### config.mk
export PLATFORM = sky130hd
export DESIGN_NAME = alu_cmd_sequencer
export DESIGN_NICKNAME = d
export VERILOG_FILES = /design/src/rtl/alu_cmd_sequencer.sv
export SDC_FILE = /design/constraint.sdc
export NUM_CORES = 1
export LEC_CHECK = 0
export BUFFER_PORTS_ARGS = -buffer_cell sky130_fd_sc_hd__buf_2
export CORE_MARGIN = 2
export CORE_UTILIZATION = 25
export DETAILED_ROUTE_END_ITERATION = 10
export GPL_ROUTABILITY_DRIVEN = 0
export GPL_TIMING_DRIVEN = 1
export HOLD_SLACK_MARGIN = 0.05
export MAX_ROUTING_LAYER = met4
export PLACE_DENSITY = 0.5
export SLEW_MARGIN = 25
export SYNTH_ARGS = -nofsm -noshare
export SYNTH_HDL_FRONTEND = slang
export SYNTH_SLANG_ARGS = --single-unit
export TNS_END_PERCENT = 100
### constraint.sdc
create_clock -name CLK -period 1.35 [get_ports CLK]
set_input_delay 0.135 -clock CLK [delete_from_list [all_inputs] [get_ports CLK]]
set_output_delay 0.135 -clock CLK [all_outputs]
set_load 0.01 [all_outputs]
### src/rtl/alu_cmd_sequencer.sv
// Front-end command sequencer for the system ALU: collects operand/function bytes,
// issues a one-cycle ALU enable, and returns the 2*DATA_WIDTH result low byte first.
module alu_cmd_sequencer #(
  parameter int unsigned               DATA_WIDTH = 8,
  parameter int unsigned               FUN_WIDTH  = 4,
  parameter logic [DATA_WIDTH-1:0]     CMD_OP     = 8'hCC,
  parameter logic [DATA_WIDTH-1:0]     CMD_REPEAT = 8'hDD,
  parameter int unsigned               TIMEOUT    = 255
) (
  input  logic                         CLK,
  input  logic                         RST,
  input  logic [DATA_WIDTH-1:0]        RX_P_DATA,
  input  logic                         RX_D_VLD,
  output logic [DATA_WIDTH-1:0]        ALU_A,
  output logic [DATA_WIDTH-1:0]        ALU_B,
  output logic [FUN_WIDTH-1:0]         ALU_FUN,
  output logic                         ALU_EN,
  output logic                         ALU_CLK_EN,
  input  logic [2*DATA_WIDTH-1:0]      ALU_OUT,
  input  logic                         ALU_OUT_VLD,
  output logic [DATA_WIDTH-1:0]        TX_P_DATA,
  output logic                         TX_D_VLD,
  input  logic                         TX_READY,
  output logic                         BUSY,
  output logic                         FRAME_ERR,
  output logic                         FUN_ERR
);

  localparam int unsigned      CntW     = $clog2(TIMEOUT + 1);
  // Last idle count before the abort; a missing byte on this cycle expires the frame.
  localparam logic [CntW-1:0]  CntLast  = CntW'(TIMEOUT - 1);

  typedef enum logic [2:0] {
    StIdle, StGetA, StGetB, StGetFun, StAluIssue, StAluWait, StTxLo, StTxHi
  } state_e;

  state_e                  state_q, state_d;
  logic [DATA_WIDTH-1:0]   a_q, a_d;
  logic [DATA_WIDTH-1:0]   b_q, b_d;
  logic [FUN_WIDTH-1:0]    fun_q, fun_d;
  logic [2*DATA_WIDTH-1:0] res_q, res_d;
  logic [CntW-1:0]         cnt_q, cnt_d;
  logic                    frame_err_q, frame_err_d;
  logic                    fun_err_q, fun_err_d;
  logic                    in_get;

  // State, operand, result and error-pulse registers.
  always_ff @(posedge CLK or negedge RST) begin
    if (!RST) begin
      state_q     <= StIdle;
      a_q         <= '0;
      b_q         <= '0;
      fun_q       <= '0;
      res_q       <= '0;
      cnt_q       <= '0;
      frame_err_q <= 1'b0;
      fun_err_q   <= 1'b0;
    end else begin
      state_q     <= state_d;
      a_q         <= a_d;
      b_q         <= b_d;
      fun_q       <= fun_d;
      res_q       <= res_d;
      cnt_q       <= cnt_d;
      frame_err_q <= frame_err_d;
      fun_err_q   <= fun_err_d;
    end
  end

  assign in_get = (state_q == StGetA) || (state_q == StGetB) || (state_q == StGetFun);

  // Next-state, operand capture and inter-byte timeout.
  always_comb begin
    state_d     = state_q;
    a_d         = a_q;
    b_d         = b_q;
    fun_d       = fun_q;
    res_d       = res_q;
    cnt_d       = '0;
    frame_err_d = 1'b0;
    fun_err_d   = 1'b0;

    unique case (state_q)
      StIdle: begin
        if (RX_D_VLD) begin
          if (RX_P_DATA == CMD_OP) begin
            state_d = StGetA;
          end else if (RX_P_DATA == CMD_REPEAT) begin
            state_d = StGetFun;
          end
        end
      end
      StGetA: begin
        if (RX_D_VLD) begin
          a_d     = RX_P_DATA;
          state_d = StGetB;
        end
      end
      StGetB: begin
        if (RX_D_VLD) begin
          b_d     = RX_P_DATA;
          state_d = StGetFun;
        end
      end
      StGetFun: begin
        if (RX_D_VLD) begin
          fun_d   = RX_P_DATA[FUN_WIDTH-1:0];
          state_d = StAluIssue;
        end
      end
      StAluIssue: state_d = StAluWait;
      StAluWait: begin
        if (ALU_OUT_VLD) begin
          res_d   = ALU_OUT;
          state_d = StTxLo;
        end else begin
          fun_err_d = 1'b1;
          state_d   = StIdle;
        end
      end
      StTxLo: if (TX_READY) state_d = StTxHi;
      StTxHi: if (TX_READY) state_d = StIdle;
      default: state_d = StIdle;
    endcase

    // A byte arriving on the expiry cycle wins: counter clears and the frame continues.
    if (in_get && !RX_D_VLD) begin
      if (cnt_q == CntLast) begin
        state_d     = StIdle;
        frame_err_d = 1'b1;
      end else begin
        cnt_d = cnt_q + CntW'(1);
      end
    end
  end

  // Outputs decoded from the state register and stored data only.
  always_comb begin
    TX_P_DATA = '0;
    if (state_q == StTxLo) begin
      TX_P_DATA = res_q[DATA_WIDTH-1:0];
    end else if (state_q == StTxHi) begin
      TX_P_DATA = res_q[2*DATA_WIDTH-1:DATA_WIDTH];
    end
  end

  assign ALU_A      = a_q;
  assign ALU_B      = b_q;
  assign ALU_FUN    = fun_q;
  assign ALU_EN     = (state_q == StAluIssue);
  assign ALU_CLK_EN = (state_q == StAluIssue) || (state_q == StAluWait);
  assign TX_D_VLD   = (state_q == StTxLo) || (state_q == StTxHi);
  assign BUSY       = (state_q != StIdle);
  assign FRAME_ERR  = frame_err_q;
  assign FUN_ERR    = fun_err_q;

endmodule
; Word-level counts from Yosys, hierarchy flattened
; Index checks and enable logic that the tools add are counted.
[word_totals]
reg_bits = 49
latch_bits = 0
mem_bits_rw = 0
mem_bits_ro = 0
output_inout_bits = 34
wordCells = 51
memories = 0
[op_classes]
n_addsub = 1
n_mul = 0
div = 0
n_lt_le_gt_ge = 0
n_eq_ne = 10
shift = 0
muxes = 20
bitwise_logic = 0
reduce_logical = 12
[op_table]
columns = operator, count
row1 = 2-to-1 mux 3 bit, 11
row2 = 2-to-1 mux 8 bit, 4
row3 = "equality test 8 bit, second input constant", 3
row4 = one-hot mux 3 bit (8 select lines), 1
row5 = "equality test 3 bit, second input constant", 4
row6 = "adder 8 x 1 -> 8 bit, second input constant", 1
row7 = AND reduction 2 bit, 4
row8 = "equality test 3 x 2 -> 1 bit, second input constant", 2
row9 = logical OR 1 bit, 4
row10 = 2-to-1 mux 1 bit, 4
row11 = "equality test 3 x 1 -> 1 bit, second input constant", 1
row12 = logical NOT 3 bit, 1
row13 = nonzero test 3 bit, 1
row14 = logical AND 1 bit, 1
row15 = logical NOT 1 bit, 1

; Logic depth before layout (Yosys ltp)
; Gate-level depths: netlist of the first run.
[depth]
ltp_word = 7
depth_mapped = 5
ltp_nobuf = 5

; Least setup slack after synthesis of the first run
; Ideal clock, no wire load.
[synth_timing]
kind = flip-flop to flip-flop
startpoint = register state_q[2]
endpoint = register b_q[0] (netlist: ALU_B[0])
setup_time_ns = 0.125
arrival_time_ns = 1.346
t_required_ns = 1.225
setup_slack_ns = -0.121
stages_incl_launch_ff = 4
n_path_buf = 1
synth_period_minus_slack_ns = 1.471
path_cell_list = dfrtp_1 > buf_4 > nor4b_4 > mux2_2
[synth_between]
elab_chain_len = 2
[synth_rtl]
columns = item, line
row1 = start: declaration, 37  ; state_e state_q, state_d;
row2 = start signal: assignment, 50  ; state_q <= StIdle;
row3 = start signal: assignment, 59  ; state_q <= state_d;
row4 = equality test 3 x 2 -> 1 bit, 83  ; unique case (state_q)
row5 = AND reduction 2 bit (no line), --
row6 = end signal: assignment, 52  ; b_q <= '0;
row7 = end signal: assignment, 61  ; b_q <= b_d;
row8 = end: declaration, 39  ; logic [DATA_WIDTH-1:0] b_q, b_d;
; Every way passes these cells.
; A chain may end at the register's enable or synchronous reset.

; Worst setup path in the final report of the first run
[layout_timing]
startpoint = register state_q[0]
endpoint = register b_q[5] (netlist: ALU_B[5])
; The elaborated chain is that of the path after synthesis.

==> run summary, run 1 <==
Register bit total from synthesis - 49
Final setup violation count - 58
Maximum Capacitance Violations - 0
Latest clock arrival within the worst-skew pair - 0.30 ns
Leak pwr - 1.55 nW
Vias in the first global route - 1,801
Residual overflow from global routing - 0
Number of distinct library cell variants in the gate-level netlist after synthesis - 39
Part of the power in registers - 0.373
Worst min path class - input port to register
Critical Path Source Type - register
Internal power component - 4.41 mW
Largest net degree at the start of global routing - 50
Leading post-synthesis cells by cell area - dfrtp_1, mux2_2, mux2i_1, nor2_1, nor4b_4
Switching power - 2.19 mW
Total power divided by cell area - 2060 nW/µm²
Worst Setup End Kind - register
Die footprint - 9750 µm²
Part of the Yosys area used for sequential elements - 0.547
Switch share - 0.332
Initial antenna violation count - 0
Clk slew on worst S/H paths - 0.09 ns
Netlist Area Pre-Place - 2240 µm²
Final Skew - 0.0116 ns
Via density per instance - 4.44
Placed Instances - 360
Chip height - 98.7 µm
# DRC - 0
Arrival time at the worst endpoint - 1.69 ns
Post-Route WL - 5410 µm
Overall Global Routing Usage - 0.118
Number of buffers on the longest clock path - 2
Clock Root Buffer - clkbuf_8
Combinational fraction of design power - 0.496
Global-route wire length before repair - 9020 µm
Post-Synthesis Cells - 171
Final net count - 302
Number of buffers created by CTS - 5
Non-filler instance count after layout - 379
Fill cell total of the finished layout - 873
Reg2reg start - state_q[0]
Setup slack, reg-to-reg - -0.16 ns
Maximum level of the CTS H-tree - 2
Largest voltage drop on the vdd net - 0.000809 V
CTS sink count - 49
Placed instance area - 2890 µm²
Antenna-violating nets left - 0
End of the worst register-to-register path - ALU_B[5]
Worst Setup Path Type - register to register
Number of pins with negative max-slew slack in the final report - 0
Total number of placement rows - 34
Iteration-0 DRC count of the detailed router - 57
Launching element of the worst setup path - state_q[0]
Pre-CTS setup slack - -0.151 ns
Design area - 3210 µm²
Worst r2r path cells - 4
Via count of the routed design - 1,683
Average size of a mapped cell - 13.1 µm²
Number of synthesized flops with an enable pin - 0
Maximum clock frequency - 663 MHz
Layout overhead on the synthesized area - 43.1%
Number of port buffers - 62
Share of Yosys cell area claimed by the top area cell type - 0.547
Area of the core - 8720 µm²
Capturing instance or port of the critical path - ALU_B[5]
Status - complete, but fails checks
Critical-path maximum fanout - 8
Chip width - 98.7 µm
Starting Density - 0.257
Final clock period utilization by the worst path - 1.12
Number of primary I/O pins - 63
Detailed-placement wirelength estimate - 3770 µm
CTS tree - built
Library cell with the largest summed area after synthesis - dfrtp_1
Number of antenna diodes - 0
Violated checks - negative setup slack
Most instantiated flip-flop cell in the synthesis netlist - dfrtp_1
Fraction of final layout cells with drive strength greater than 1 - 0.587
Required time worst endpoint - 1.53 ns
Net count of the mapped netlist - 202
Routed length per placed instance - 14.3 µm
Clock power frac - 0.131
Overall Power - 6.60 mW
Crit path time final - 1.51 ns
Min setup slack post-route - -0.159 ns
Worst-case headroom to the max-slew limit - 0.760
Length of the first detailed-routing pass in iterations - 4
Pin slew with the least headroom to its limit - 0.356 ns
Yosys warns - 0
Setup repair after global routing missed its margin - true
Asr flop ratio synth - 1.00
Worst slack on hold paths - 0.0646 ns
Number of endpoints with negative hold slack in the final report - 0
-- cells in the mapped netlist (2+ instances only) --
cell type   n
inv_1       6
a21oi_1     3
nand3_1     5
mux2_2     37
nand4_1     2
buf_4       2
mux2i_1     8
xor2_1      3
and3_1      2
o21ai_0     5
or3_1       3
dfrtp_1    49
ha_1        2
nand2b_1    2
nor4b_4     2
o211ai_1    2
nor2_1     14
buf_6       2
or2_2       2
-- area by class of cell --
cell class | count | area [µm²] | share of cell area
inverter | 7 | 28.8 | 0.00897
clock buffer | 7 | 86.3 | 0.0269
sequential | 49 | 1230 | 0.383
timing repair buffer | 98 | 699 | 0.218
tap | 108 | 135 | 0.0421
multi-input combinational | 110 | 1030 | 0.321
-- cells by family after synthesis --
family / synth area share
flip-flops: 0.547
multiplexers: 0.221
AND/OR/NAND/NOR: 0.132
AO/OA/AOI/OAI: 0.0429
buffers and inverters: 0.0307
XOR/XNOR: 0.0156
adder cells (fa/ha/maj): 0.0112
-- worst min path at each step --
stage,start,to,depth (start not counted)
detailed placement,RST,cnt_q[4],2
global route,ALU_OUT[15],res_q[15],2
floorplan,RST,ALU_A[0],0
global placement,RST,cnt_q[4],2
finish,ALU_OUT[1],res_q[1],2
CTS,ALU_OUT[6],res_q[6],2
-- power by group through the flow --
| stage | Clock (mW) | Combinational, mW | Sequential [mW] |
|---|---|---|---|
| finish | 0.866 | 3.27 | 2.46 |
| global route | 0.976 | 3.53 | 2.55 |
| CTS | 0.917 | 3.14 | 2.44 |
| detailed placement | 0 | 2.68 | 2.50 |
| global placement | 0 | 2.64 | 2.50 |
| floorplan | 0 | 1.54 | 2.55 |
-- sequential cells by signal (all words and copies together), names as in the netlist --
name / cells
ALU_A: 8
ALU_B: 8
ALU_FUN: 4
FRAME_ERR: 1
FUN_ERR: 1
cnt_q: 8
res_q: 16
state_q: 3
-- critical path, stage by stage (launching register included) --
cell     delay, ns
dfrtp_2       0.44
buf_6         0.14
nor4b_4       0.28
buf_6         0.20
mux2_2        0.34
-- per-stage QoR --
stage          TNS (ns)   util
3_5_place_dp      -3.18  0.332
3_3_place_gp      -2.25  0.332
6_report          -5.02  0.368
2_1_floorplan     -1.65      -
4_1_cts           -4.68  0.361
5_1_grt           -8.27  0.368
-- cells in the final DEF, fill, tap and decap left out, drive strengths merged, types with 2 or more instances in the layout --
cell / netlist / routed
and3: 2 / 2
nand4: 2 / 2
clkbuf: 0 / 7
nand3: 6 / 6
buf: 5 / 97
a21oi: 3 / 3
o21ai: 5 / 5
or2: 2 / 2
nor3: 2 / 2
o211ai: 2 / 2
mux2: 37 / 37
nand2: 2 / 2
nor4b: 3 / 3
or3: 3 / 3
nor2: 15 / 15
dfrtp: 49 / 49
ha: 2 / 2
nand2b: 2 / 2
xor2: 3 / 3
inv: 7 / 7
mux2i: 8 / 8
-- layer usage --
| metal | vias to the layer above | track usage | share of wire |
|---|---|---|---|
| li1 | 809 | - | - |
| met1 | 834 | 0.158 | 0.46 |
| met2 | 35 | 0.186 | 0.50 |
| met3 | 5 | 0.0227 | 0.029 |
| met4 | 0 | 0.0285 | 0.0094 |
| met5 | - | - | 0 |
-- what timing repair did --
item | 4_1_cts | 5_1_grt
pin swaps | 7 | 5
endpoints found under the hold margin | 49 | 0
gates cloned | 1 | 0
setup buffers | 7 | 4
hold buffers | 1 | 0
setup endpoints to repair | 51 | 59
gates resized for setup | 26 | 13
(Power assumes the default switching activity.)
==> inputs of run 2 (changes only) <==
--- a/config.mk
+++ b/config.mk
@@ -13,7 +13,7 @@
 export GPL_TIMING_DRIVEN = 1
 export HOLD_SLACK_MARGIN = 0.05
 export MAX_ROUTING_LAYER = met4
-export PLACE_DENSITY = 0.5
+export PLACE_DENSITY = 0.48
 export SLEW_MARGIN = 25
 export SYNTH_ARGS = -nofsm -noshare
 export SYNTH_HDL_FRONTEND = slang
==> constraint.sdc (replaced) <==
create_clock -name CLK -period 1.8 [get_ports CLK]
set_input_delay 0.18 -clock CLK [delete_from_list [all_inputs] [get_ports CLK]]
set_output_delay 0.18 -clock CLK [all_outputs]
set_load 0.01 [all_outputs]
==> run 2 against run 1 <==
Compared with the run above:
- the run now ends clean
- worst setup slack gained 0.33 ns
- routed wire length shrank 12%
- first-iteration DRC count grew 8.8%
- critical path type is now register to output pin
- flip-flop and latch count is the same
==> run summary, run 2 (synthesis gave the netlist of run 1 again) <==
Chip width - 98.7 µm
Critical Path Source Type - register
Maximum Capacitance Violations - 0
Largest register by flop count - res_q
Overall Power - 4.42 mW
Global-route wire length before repair - 8020 µm
CTS tree - built
Setup repair after global routing missed its margin - false
Aggregate negative setup slack - 0 ns
Number of post-CTS setup repair buffers - 0
Length of the first detailed-routing pass in iterations - 4
Number of buffers on the longest clock path - 2
Die footprint - 9750 µm²
Critical-path maximum fanout - 12
Total power divided by cell area - 1560 nW/µm²
Via density per instance - 4.47
Total number of placement rows - 34
Maximum level of the CTS H-tree - 2
Pin slew with the least headroom to its limit - 0.512 ns
Largest net degree at the start of global routing - 30
Number of port buffers - 62
Crit path time final - 1.63 ns
Maximum clock frequency - 615 MHz
Final setup violation count - 0
Via count of the routed design - 1,573
Layout overhead on the synthesized area - 26.8%
Area of the core - 8720 µm²
Iteration-0 DRC count of the detailed router - 62
Status - finished, final reports clean
Number of antenna diodes - 0
Commonest cells after routing, fill and taps aside - buf_2, dfrtp_1, mux2_2
# DRC - 0
Clock Root Buffer - clkbuf_8
Worst-case headroom to the max-slew limit - 0.659
Clk slew on worst S/H paths - 0.10 ns
Setup slack, reg-to-reg - 0.20 ns
Worst Setup Path Type - register to output pin
Post-Route WL - 4740 µm
Worst min path class - input port to register
Arrival time at the worst endpoint - 1.45 ns
CTS sink count - 49
Number of flip-flops in the largest register - 16
Worst Setup End Kind - output pin
Final clock period utilization by the worst path - 0.903
Starting Density - 0.257
Routed length per placed instance - 13.5 µm
Number of primary I/O pins - 63
Number of buffers created by CTS - 5
Fraction of final layout cells with drive strength greater than 1 - 0.516
Number of pins with negative max-slew slack in the final report - 0
Initial antenna violation count - 0
Leak pwr - 1.34 nW
Largest voltage drop on the vdd net - 0.000469 V
Required time worst endpoint - 1.62 ns
Detailed-placement wirelength estimate - 3580 µm
Most common cell after layout, fill and taps aside - buf_2
Final net count - 274
Final Skew - 0.0115 ns
Vias in the first global route - 1,601
Number of endpoints with negative hold slack in the final report - 0
Chip height - 98.7 µm
Fill cell total of the finished layout - 876
Latest clock arrival within the worst-skew pair - 0.30 ns
Overall Global Routing Usage - 0.108
Antenna-violating nets left - 0
Residual overflow from global routing - 0
## run 2: layout make-up
cell class,instances,area (µm²),share of cell area
clock inverter,2,37.5,0.0132
inverter,7,26.3,0.00924
clock buffer,6,82.6,0.0290
timing repair buffer,70,385,0.136
tap,108,135,0.0475
sequential,49,1230,0.432
multi-input combinational,110,948,0.333
## run 2: routing by layer
metal | track usage | up-vias | share of wire
met4 | 0.0411 | 0 | 0.013
met5 | - | - | 0
met1 | 0.136 | 796 | 0.45
li1 | - | 748 | -
met2 | 0.168 | 25 | 0.50
met3 | 0.0270 | 4 | 0.034
## run 2: per-stage QoR
step	cell area (µm²)	hold WS (ns)	setup WS (ns)	utilization	std cells
6_report	2840	0.106	0.174	0.326	352
5_1_grt	2840	0.0943	0.0213	0.326	352
4_1_cts	2840	0.0930	0.00753	0.326	352
3_5_place_dp	2710	0.184	0.143	0.311	343
3_3_place_gp	2710	0.187	0.0986	0.311	343
2_1_floorplan	2240	-0.116	0.329	-	171
## run 2: final timing paths
path,end,from,depth (start not counted)
worst max register to register,res_q[6],state_q[2],3
max in group asynchronous,state_q[1],RST,3
worst min-delay path,res_q[13],ALU_OUT[13],2
min in group asynchronous,ALU_B[4],RST,2
worst min register to register,ALU_A[2],ALU_A[2],1
worst max-delay path,TX_P_DATA[3],state_q[0],4
## run 2: repair_timing
action / CTS / global route
setup endpoints to repair: 0 / 8
hold endpoints to repair: 20 / 0
resized for setup: 0 / 2
hold buffers: 1 / 0
## run 2: power by group
| part | internal (mW) | switching [mW] | total, mW |
|---|---|---|---|
| Sequential | 1.56 | 0.315 | 1.88 |
| Clock | 0.452 | 0.370 | 0.822 |
| Combinational | 0.928 | 0.795 | 1.72 |
## run 2: critical path, cell delays in order, from the launching register on
cell and delay, ns:
dfrtp_2 0.53, buf_4 0.23, mux2i_1 0.20, nor2_1 0.05, buf_2 0.14
==> inputs of run 3 (changes only) <==
--- a/config.mk
+++ b/config.mk
@@ -9,7 +9,6 @@
 export CORE_MARGIN = 2
 export CORE_UTILIZATION = 25
 export DETAILED_ROUTE_END_ITERATION = 10
-export GPL_ROUTABILITY_DRIVEN = 0
 export GPL_TIMING_DRIVEN = 1
 export HOLD_SLACK_MARGIN = 0.05
 export MAX_ROUTING_LAYER = met4
==> constraint.sdc (replaced) <==
create_clock -name CLK -period 1.8 [get_ports CLK]
set_input_delay 0.18 -clock CLK [delete_from_list [all_inputs] [get_ports CLK]]
set_output_delay 0.18 -clock CLK [all_outputs]
set_load 0.005 [all_outputs]
==> run 3 against run 2 <==
Compared with the run above:
- clock skew decreased by 0.00095 ns
- clock-buffer cell count is 1 lower
- worst setup slack gained 0.0020 ns
- critical endpoint is now TX_P_DATA[2]
==> run summary, run 3 (synthesis gave the netlist of run 1 again) <==
Setup repair after global routing missed its margin - false
Leak pwr - 1.32 nW
Initial antenna violation count - 0
Final setup violation count - 0
Antenna-violating nets left - 0
Number of flip-flops in the largest register - 16
Number of endpoints with negative hold slack in the final report - 0
Global-route wire length before repair - 8010 µm
Layout overhead on the synthesized area - 25.2%
Number of antenna diodes - 0
Sequence of cells on the critical path - buf_4, mux2i_1, nor2_1, buf_2
Total power divided by cell area - 1470 nW/µm²
Most common cell after layout, fill and taps aside - buf_2
CTS tree - built
Latest clock arrival within the worst-skew pair - 0.30 ns
Post-Route WL - 4810 µm
Final Skew - 0.0106 ns
Critical Path Source Type - register
Clk slew on worst S/H paths - 0.10 ns
Final clock period utilization by the worst path - 0.902
Number of buffers created by CTS - 5
Number of buffer and inverter stages on the critical path - 2
Arrival time at the worst endpoint - 1.44 ns
Number of buffers on the longest clock path - 2
Maximum level of the CTS H-tree - 2
Overall Global Routing Usage - 0.106
Pre-CTS setup slack - 0.0591 ns
RePlAce Congestion - 0.754
Status - finished, final reports clean
Final net count - 274
Iteration-0 DRC count of the detailed router - 54
Master of the slowest instance on the critical path - dfrtp_2
CTS sink count - 49
Worst Setup Path Type - register to output pin
Critical-path maximum fanout - 12
Via count of the routed design - 1,518
Worst min path class - input port to register
Area of the core - 8720 µm²
Aggregate negative setup slack - 0 ns
Number of post-CTS setup repair buffers - 0
Required time worst endpoint - 1.62 ns
Cell class contributing the biggest share of worst-path delay - flip-flops
Routed length per placed instance - 13.7 µm
Die footprint - 9750 µm²
Vias in the first global route - 1,594
Total number of placement rows - 34
Chip width - 98.7 µm
Starting Density - 0.257
Worst-case headroom to the max-slew limit - 0.575
Maximum clock frequency - 616 MHz
Residual overflow from global routing - 0
Crit path time final - 1.62 ns
Delay of the slowest cell on the worst path - 0.54 ns
Largest net degree at the start of global routing - 50
Commonest cells after routing, fill and taps aside - buf_2, dfrtp_1, mux2_2
Pin slew with the least headroom to its limit - 0.638 ns
Maximum Capacitance Violations - 0
Min setup slack post-route - 0.176 ns
Length of the first detailed-routing pass in iterations - 2
Detailed-placement wirelength estimate - 3570 µm
Largest register by flop count - res_q
Share of the core filled with cells - 0.322
Number of port buffers - 62
Worst slack on hold paths - 0.103 ns
Number of primary I/O pins - 63
Number of pins with negative max-slew slack in the final report - 0
Worst Setup End Kind - output pin
# DRC - 0
Via density per instance - 4.31
Clock Root Buffer - clkbuf_8
Largest voltage drop on the vdd net - 0.000623 V
Chip height - 98.7 µm
Fraction of final layout cells with drive strength greater than 1 - 0.516
run 3: report_power, final:
group	switching, mW	total [mW]	internal, mW	leakage, nW
Combinational	0.658	1.58	0.921	0.670
Clock	0.383	0.660	0.276	0.0445
Sequential	0.337	1.90	1.56	0.605
Total	1.38	4.14	2.76	1.32
run 3: repair_timing:
item	CTS	global route
resized for setup	0	3
hold buffers	1	0
endpoints found under the setup margin	0	24
hold endpoints to repair	49	0
run 3: worst paths after layout:
check	startpoint	endpoint	slack [ns]	cells past startpoint
max reg2reg	state_q[2]	res_q[3]	0.25	3
min reg2reg	ALU_A[4]	ALU_A[4]	0.51	1
min in group asynchronous	RST	ALU_B[7]	0.51	3
max	state_q[0]	TX_P_DATA[2]	0.18	4
min	ALU_OUT[13]	res_q[13]	0.10	2
max in group asynchronous	RST	state_q[0]	0.83	3
run 3: metal layers:
metal / up-vias / global-route usage / share of wire
met5: - / - / 0
met4: 0 / 0.0316 / 0.0067
met3: 2 / 0.0241 / 0.024
met2: 24 / 0.162 / 0.49
met1: 741 / 0.141 / 0.48
li1: 751 / - / -
run 3: per-stage QoR:
stage / area [µm²] / total power [mW] / std cells
4_1_cts: 2800 / 4.21 / 352
6_report: 2810 / 4.14 / 352
2_1_floorplan: 2240 / 2.90 / 171
3_5_place_dp: 2700 / 3.53 / 343
3_3_place_gp: 2700 / 3.50 / 343
5_1_grt: 2810 / 4.48 / 352
run 3: final cells by class:
type                       count  area (µm²)
timing repair buffer          70         373
clock inverter                 3        21.3
sequential                    49        1230
fill                         903        5910
inverter                       7        26.3
clock buffer                   5        68.8
tap                          108         135
multi-input combinational    110         956
